`config.mk`:
```
export PLATFORM = sky130hd
export DESIGN_NAME = wb_port_arbiter
export DESIGN_NICKNAME = d
export VERILOG_FILES = /design/src/rtl/wb_port_arbiter.sv
export SDC_FILE = /design/constraint.sdc
export NUM_CORES = 1
export LEC_CHECK = 0
export ABC_AREA = 1
export ABC_CLOCK_PERIOD_IN_PS = 2900
export BUFFER_PORTS_ARGS = -buffer_cell sky130_fd_sc_hd__buf_2
export CAP_MARGIN = 20
export CORE_UTILIZATION = 50
export CTS_CLUSTER_DIAMETER = 30
export DETAILED_ROUTE_END_ITERATION = 16
export GPL_ROUTABILITY_DRIVEN = 0
export PLACE_DENSITY = 0.75
export SLEW_MARGIN = 20
export SYNTH_ARGS = -nofsm -noshare
export SYNTH_HDL_FRONTEND = slang
export SYNTH_SLANG_ARGS = --single-unit
```
`constraint.sdc`:
```
create_clock -name clk -period 2.9 [get_ports clk]
set_input_delay 0 -clock clk [delete_from_list [all_inputs] [get_ports clk]]
set_output_delay 0 -clock clk [all_outputs]
set_load 0.1 [all_outputs]
```
`src/rtl/wb_port_arbiter.sv`:
```
// wb_port_arbiter
//   Shares the register-file write port between the MEM/WB writeback and the
//   results returned by long-latency units (mul/div, refilled loads).
//   Long-latency results wait in a small circular FIFO. The pipeline has
//   priority by default. A starvation counter forces the FIFO head through
//   after STARVE_MAX consecutive pipeline grants. While that happens, MEM/WB
//   is stalled.
//
// Ports
//   clk, rst                 clock; asynchronous active-low reset
//   pipe_we/rd/data          MEM/WB writeback request (rd == 0 is ignored)
//   pipe_stall               hold MEM/WB this cycle (combinational)
//   ll_valid/rd/data         long-latency result handshake input
//   ll_ready                 FIFO has a free slot (from registered state only)
//   rf_we/waddr/wdata        registered register-file write port
//   fifo_count               current FIFO occupancy
module wb_port_arbiter #(
    parameter int XLEN       = 32,
    parameter int REGW       = 5,
    parameter int DEPTH      = 2,
    parameter int STARVE_MAX = 4
) (
    input  logic                     clk,
    input  logic                     rst,
    input  logic                     pipe_we,
    input  logic [REGW-1:0]          pipe_rd,
    input  logic [XLEN-1:0]          pipe_data,
    output logic                     pipe_stall,
    input  logic                     ll_valid,
    output logic                     ll_ready,
    input  logic [REGW-1:0]          ll_rd,
    input  logic [XLEN-1:0]          ll_data,
    output logic                     rf_we,
    output logic [REGW-1:0]          rf_waddr,
    output logic [XLEN-1:0]          rf_wdata,
    output logic [$clog2(DEPTH):0]   fifo_count
);

    localparam int PW = $clog2(DEPTH);
    localparam int CW = PW + 1;
    localparam int SW = $clog2(STARVE_MAX + 1);

    localparam logic [CW-1:0] DEPTH_C  = CW'(DEPTH);
    localparam logic [SW-1:0] STARVE_C = SW'(STARVE_MAX);

    // FIFO storage
    logic [REGW-1:0] mem_rd_q   [DEPTH];
    logic [XLEN-1:0] mem_data_q [DEPTH];

    logic [PW-1:0]   wr_ptr_q, wr_ptr_d;
    logic [PW-1:0]   rd_ptr_q, rd_ptr_d;
    logic [CW-1:0]   count_q,  count_d;
    logic [SW-1:0]   starve_q, starve_d;

    logic            rf_we_q,    rf_we_d;
    logic [REGW-1:0] rf_waddr_q, rf_waddr_d;
    logic [XLEN-1:0] rf_wdata_q, rf_wdata_d;

    logic pipe_req;
    logic push;
    logic fifo_grant;
    logic pipe_grant;

    // Grant decision. ll_ready depends only on count_q, so a pop in this
    // cycle does not free a slot until the next cycle.
    always_comb begin
        pipe_req   = pipe_we && (pipe_rd != '0);
        ll_ready   = (count_q < DEPTH_C);
        // A handshake on x0 completes but the result is dropped.
        push       = ll_valid && ll_ready && (ll_rd != '0);
        fifo_grant = (count_q != '0) && (!pipe_req || (starve_q == STARVE_C));
        pipe_grant = pipe_req && !fifo_grant;
        pipe_stall = pipe_req && fifo_grant;
    end

    // Next-state logic
    // NOTE: every variable gets a default first so no path leaves it unassigned (no latch).
    always_comb begin
        wr_ptr_d   = wr_ptr_q;
        rd_ptr_d   = rd_ptr_q;
        count_d    = count_q;
        starve_d   = starve_q;
        rf_we_d    = 1'b0;
        rf_waddr_d = rf_waddr_q;
        rf_wdata_d = rf_wdata_q;

        // Pointers wrap naturally because DEPTH is a power of two.
        if (push)       wr_ptr_d = wr_ptr_q + PW'(1);
        if (fifo_grant) rd_ptr_d = rd_ptr_q + PW'(1);

        case ({push, fifo_grant})
            2'b10:   count_d = count_q + CW'(1);
            2'b01:   count_d = count_q - CW'(1);
            default: count_d = count_q;
        endcase

        // Count consecutive pipeline wins while something is waiting.
        if (fifo_grant || (count_q == '0)) begin
            starve_d = '0;
        end else if (pipe_grant && (starve_q != STARVE_C)) begin
            starve_d = starve_q + SW'(1);
        end

        if (fifo_grant) begin
            rf_we_d    = 1'b1;
            rf_waddr_d = mem_rd_q[rd_ptr_q];
            rf_wdata_d = mem_data_q[rd_ptr_q];
        end else if (pipe_grant) begin
            rf_we_d    = 1'b1;
            rf_waddr_d = pipe_rd;
            rf_wdata_d = pipe_data;
        end
    end

    // NOTE: sequential state uses non-blocking assignments so all registers update together.
    always_ff @(posedge clk or negedge rst) begin
        if (!rst) begin
            wr_ptr_q   <= '0;
            rd_ptr_q   <= '0;
            count_q    <= '0;
            starve_q   <= '0;
            rf_we_q    <= 1'b0;
            rf_waddr_q <= '0;
            rf_wdata_q <= '0;
        end else begin
            wr_ptr_q   <= wr_ptr_d;
            rd_ptr_q   <= rd_ptr_d;
            count_q    <= count_d;
            starve_q   <= starve_d;
            rf_we_q    <= rf_we_d;
            rf_waddr_q <= rf_waddr_d;
            rf_wdata_q <= rf_wdata_d;
        end
    end

    // NOTE: FIFO storage has no reset; count/pointers make stale entries unreachable.
    always_ff @(posedge clk) begin
        if (push) begin
            mem_rd_q[wr_ptr_q]   <= ll_rd;
            mem_data_q[wr_ptr_q] <= ll_data;
        end
    end

    assign rf_we      = rf_we_q;
    assign rf_waddr   = rf_waddr_q;
    assign rf_wdata   = rf_wdata_q;
    assign fifo_count = count_q;

endmodule

```
======== Word-level counts from Yosys, hierarchy flattened ========
Memory sizes are Yosys's and may differ from the RTL's.
Cells that the tools add are included.
storage, ports and cells
  memories kept ........................... 2
  flip-flop bits (word level) ............. 45
  memory bits (writable) .................. 74
  output and inout port bits .............. 42
operators by class
  magnitude comparators ................... 1
  equality and inequality tests ........... 4
  reductions and logical operators ........ 18
  muxes and demuxes ....................... 11
  add/subtract/negate cells ............... 5
memories
  memory      depth  width  read ports  clocked after memory_dff  wr ports  line  RTL
  mem_data_q  2      32     1           0                         1         48    logic [XLEN-1:0] mem_data_q [DEPTH];
  mem_rd_q    2      5      1           0                         1         47    logic [REGW-1:0] mem_rd_q [DEPTH];
operators with widths
  operator                                                            number
  32-bit two-way mux                                                  2
  5-bit two-way mux                                                   2
  5-bit nonzero test                                                  2
  2-bit nonzero test                                                  4
  1-bit logical AND                                                   7
  3-bit two-way mux                                                   2
  1-bit two-way mux                                                   4
  2-bit one-hot mux with 2 select lines                               1
  3-bit by 1-bit adder with 3-bit output, second input constant       1
  3-bit == test, second input constant                                1
  3-bit != test, second input constant                                1
  1-bit adder, second input constant                                  2
  2-bit by 1-bit adder with 2-bit output, second input constant       1
  2-bit by 1-bit == test with 1-bit output, second input constant     1
  2-bit == test, second input constant                                1
  1-bit zero test                                                     2
  2-bit zero test                                                     1
  1-bit logical OR                                                    2
  2-bit less-than comparator, second input constant                   1
  2-bit by 1-bit subtractor with 2-bit output, second input constant  1

======== Depth between registers and ports, before layout ========
  word-level depth ........................ 10
  depth in mapped cells ................... 11
  gate-level depth less buffers ........... 10

======== Worst setup path after synthesis ========
OpenSTA, ideal clock, no wires.
  path type ............................... register -> register
  from .................................... register count_q[1] (netlist: fifo_count[1])
  to ...................................... memory mem_data_q[0][0] (enable)
  setup slack ............................. -1012 ps
  arrival time ............................ 3480 ps
  clock period less this slack ............ 3912 ps
  stages on the path, launching flop included .. 4
  cell sequence ........................... dfrtp_1 > inv_1 > nand3_1 > nor2_1
between the ends
  cells in the longest elaborated chain, start to end .. 5
RTL lines
  what                                     line  RTL
  start: declaration                       52    logic [CW-1:0] count_q, count_d;
  start signal: assignment                 128   count_q <= count_d;
  2-bit less-than comparator               68    ll_ready = (count_q < DEPTH_C);
  named net ll_ready                       30    output logic ll_ready,
  1-bit logical AND (2 in a row)           70    push = ll_valid && ll_ready && (ll_rd != '0);
  1-bit two-way mux                        138   if (push) begin
  1-bit two-way mux (implied by the code)  140   mem_data_q[wr_ptr_q] <= ll_data;
  end: declaration                         48
The timed path passes the listed nets, and every way through them passes these cells.

======== Final worst setup path ========
  from .................................... register rd_ptr_q
  to ...................................... register rf_waddr_q[2] (netlist: rf_waddr[2])
between the ends
  cells in the longest elaborated chain, start to end .. 2
RTL lines
  what                      line  RTL
  start: declaration        51    logic [PW-1:0] rd_ptr_q, rd_ptr_d;
  start signal: assignment  127   rd_ptr_q <= rd_ptr_d;
  memory 2 x 5 bit          -
  5-bit two-way mux         104   if (fifo_grant) begin
  end signal: assignment    131   rf_waddr_q <= rf_waddr_d;
  end: declaration          56    logic [REGW-1:0] rf_waddr_q, rf_waddr_d;
Every way passes these cells.
A chain may end at the register's enable or synchronous reset.

==> metrics <==
status completed; WL/cell 14.1 um; Synth warnings 0; crit end category flip-flop; Routed Antenna Nets 0; vias in the first global route 3943; first-pass GRT wire length 18.8 mm; Startpoint Class flip-flop; Slew headroom 0.353; Slew @ Worst Pin 0.964 ns; final period utilization 0.721; slowest CP cell clkinv_1; setup ws final 0.808 ns; RSZ-0062 raised after global routing false; placed cell count 716; Clock Pin Slew Worst Setup and Hold Paths 0.06 ns; Max Cap Viol 0; CP Cell Sequence clkinv_1, o21ai_0, nand3_1, nand3_1, nand2_1; Die Area 10600 um^2; pre-CTS WS 1.04 ns; Initial Util 0.519; synthesized cell area 5120 um^2; data required time of the worst path 3.29 ns; via count 3991; PortBufs 119; largest stage delay on the critical path 0.75 ns; post-synthesis average cell area 10.6 um^2; DP HPWL 6.91 mm; Antenna Cells 0; Gate Count Post-Synth 483; H-tree level count 4; reg2reg end rf_waddr[2]; Core Box Area 9860 um^2; DRC 0; crit-path max FO 38; largest net degree at the start of global routing 46; max-slew violation count 0; clk buf depth 2; grt total ovfl 0; pwr dens 1210 nW/um^2; WHS 0.0645 ns; fin cells 824; Layout area overhead 39.2%; CP arrival 2.49 ns; Clock Sinks 119; Layout Nets 760; post-synth cell types 23; register area share after synthesis 0.654; cell seen most often among critical-path stages nand3_1; VDD IR max 708 uV; total wire length 11.6 mm; Final Setup Violations 0; drt initial violations 205; top-level I/O count 120; Reg2Reg Setup Slack 0.81 ns; R2R Path Start rd_ptr_q; critical path class reg -> reg; FP Rows 36; Die Y-Extent 103 um; total track usage 0.242; Num CTS Buffers 17; CTS root buf clkbuf_8; flops & latches, synth 119; Vias/cell 4.84; worst min-delay path category in -> async; P_leak 3.21 nW; reg2reg path depth 5; Tmin final 2.09 ns; Setup Skew 0.00952 ns; Syn Nets 564; max frequency 0.478 GHz; CTS tree yes; Final Hold Fails 0; share of cells above drive strength 1 0.246; initial antenna violation count 0; router iterations before antenna repair 4; die width 103 um; Worst-Skew Late Latency 0.51 ns
## worst max-delay path, delay by kind of cell (launching register included)
family	cells	cell delay [ns]
compound gates	1	0.59
buf+inv	1	0.75
flops	1	0.35
simple gates	3	0.29
## placed cells by master (no fill, tap or decap), types with 2 or more instances in the layout
master	count
or2_2	7
o21ai_0	33
clkbuf_16	16
ha_1	3
nand3_1	77
dfrtp_1	45
nand2_2	2
buf_2	117
nor2_4	2
xor2_1	3
buf_12	2
clkbuf_8	3
xnor2_1	2
inv_1	46
clkinv_2	3
or2_1	30
edfxtp_1	74
inv_6	2
o21ai_1	5
dlygate4sd3_1	77
bufinv_16	2
clkinvlp_4	3
nor2_1	7
buf_4	8
nand2_1	115
## layout make-up
| cell class | instances | area (um^2) |
|---|---|---|
| Sequential cell | 119 | 3350 |
| Fill cell | 686 | 2740 |
| Timing Repair Buffer | 204 | 1460 |
| Multi-Input combinational cell | 289 | 1400 |
| Clock buffer | 20 | 445 |
| Inverter | 48 | 180 |
| Tap cell | 133 | 166 |
| Clock inverter | 11 | 124 |
## worst max-delay path by stage
stage,from,end,depth (start not counted)
final,rd_ptr_q,rf_waddr[2],5
after global routing,rd_ptr_q,rf_waddr[2],5
after CTS,fifo_count[1],mem_data_q[1][15],4
after detailed placement,fifo_count[1],mem_data_q[1][23],4
after global placement,fifo_count[1],mem_data_q[1][23],4
after floorplan,fifo_count[1],mem_data_q[0][0],3
## where the power goes
group	internal [mW]	total, mW	switching (mW)
registers	2.33	2.53	0.206
logic	0.779	4.08	3.30
clock network	1.26	1.98	0.719
total	4.37	8.60	4.23
## synth_stat cells
cell type	count	share of area
a21oi_1	1	0.00098
o21ai_1	5	0.0049
clkbuf_2	2	0.0020
edfxtp_1	74	0.43
or2_2	7	0.0086
buf_2	7	0.0068
clkbuf_1	2	0.0015
nor2_1	9	0.0066
dfrtp_1	45	0.22
buf_4	8	0.012
nand3_1	77	0.075
nor3_1	1	0.00098
nand3_2	1	0.0020
nand2_2	2	0.0024
or2_1	30	0.037
inv_1	47	0.034
xor2_1	3	0.0051
xnor2_1	2	0.0034
nand2_1	115	0.084
inv_2	1	0.00073
o21ai_0	33	0.032
buf_6	8	0.018
ha_1	3	0.0073
## repair_timing
item / 4_1_cts / 5_1_grt
hold buffers: 77 / 0
endpoints found under the hold margin: 160 / 0
buffers inserted: 0 / 0
resized for setup: 0 / 0
## cell families (layout without fill, tap and decap cells)
kind of cell / count (synthesis) / in the layout / share of synthesized area
AOI/OAI and AO/OA: 39 / 39 / 0.0381
xor gates and xnor gates: 5 / 5 / 0.00856
and+or+nand+nor: 242 / 242 / 0.217
DFF: 119 / 119 / 0.654
buffers and inverters: 75 / 283 / 0.0748
adders and majority gates: 3 / 3 / 0.00734
## registers in the layout, indices dropped and copies added (netlist names)
name,count
fifo_count,2
mem_data_q,64
mem_rd_q,10
rd_ptr_q,1
rf_waddr,5
rf_wdata,32
rf_we,1
starve_q,3
wr_ptr_q,1
## metal layers
layer  track usage  share of wire  vias up
met5             0              0        -
met4        0.0986          0.019        0
met3        0.0590          0.050       17
met2         0.402           0.50      133
met1         0.305           0.43     1855
li1              -              -     1986
## metrics by stage
stage | util | TNS [ns] | total power [mW] | instance area, um^2
2_1_floorplan | - | -9.96 | 5.88 | 5130
3_3_place_gp | 0.586 | 0 | 6.48 | 5780
3_5_place_dp | 0.586 | 0 | 6.56 | 5780
4_1_cts | 0.722 | 0 | 8.63 | 7120
5_1_grt | 0.722 | 0 | 9.02 | 7120
6_report | 0.722 | 0 | 8.60 | 7120
(Power assumes the default switching activity.)
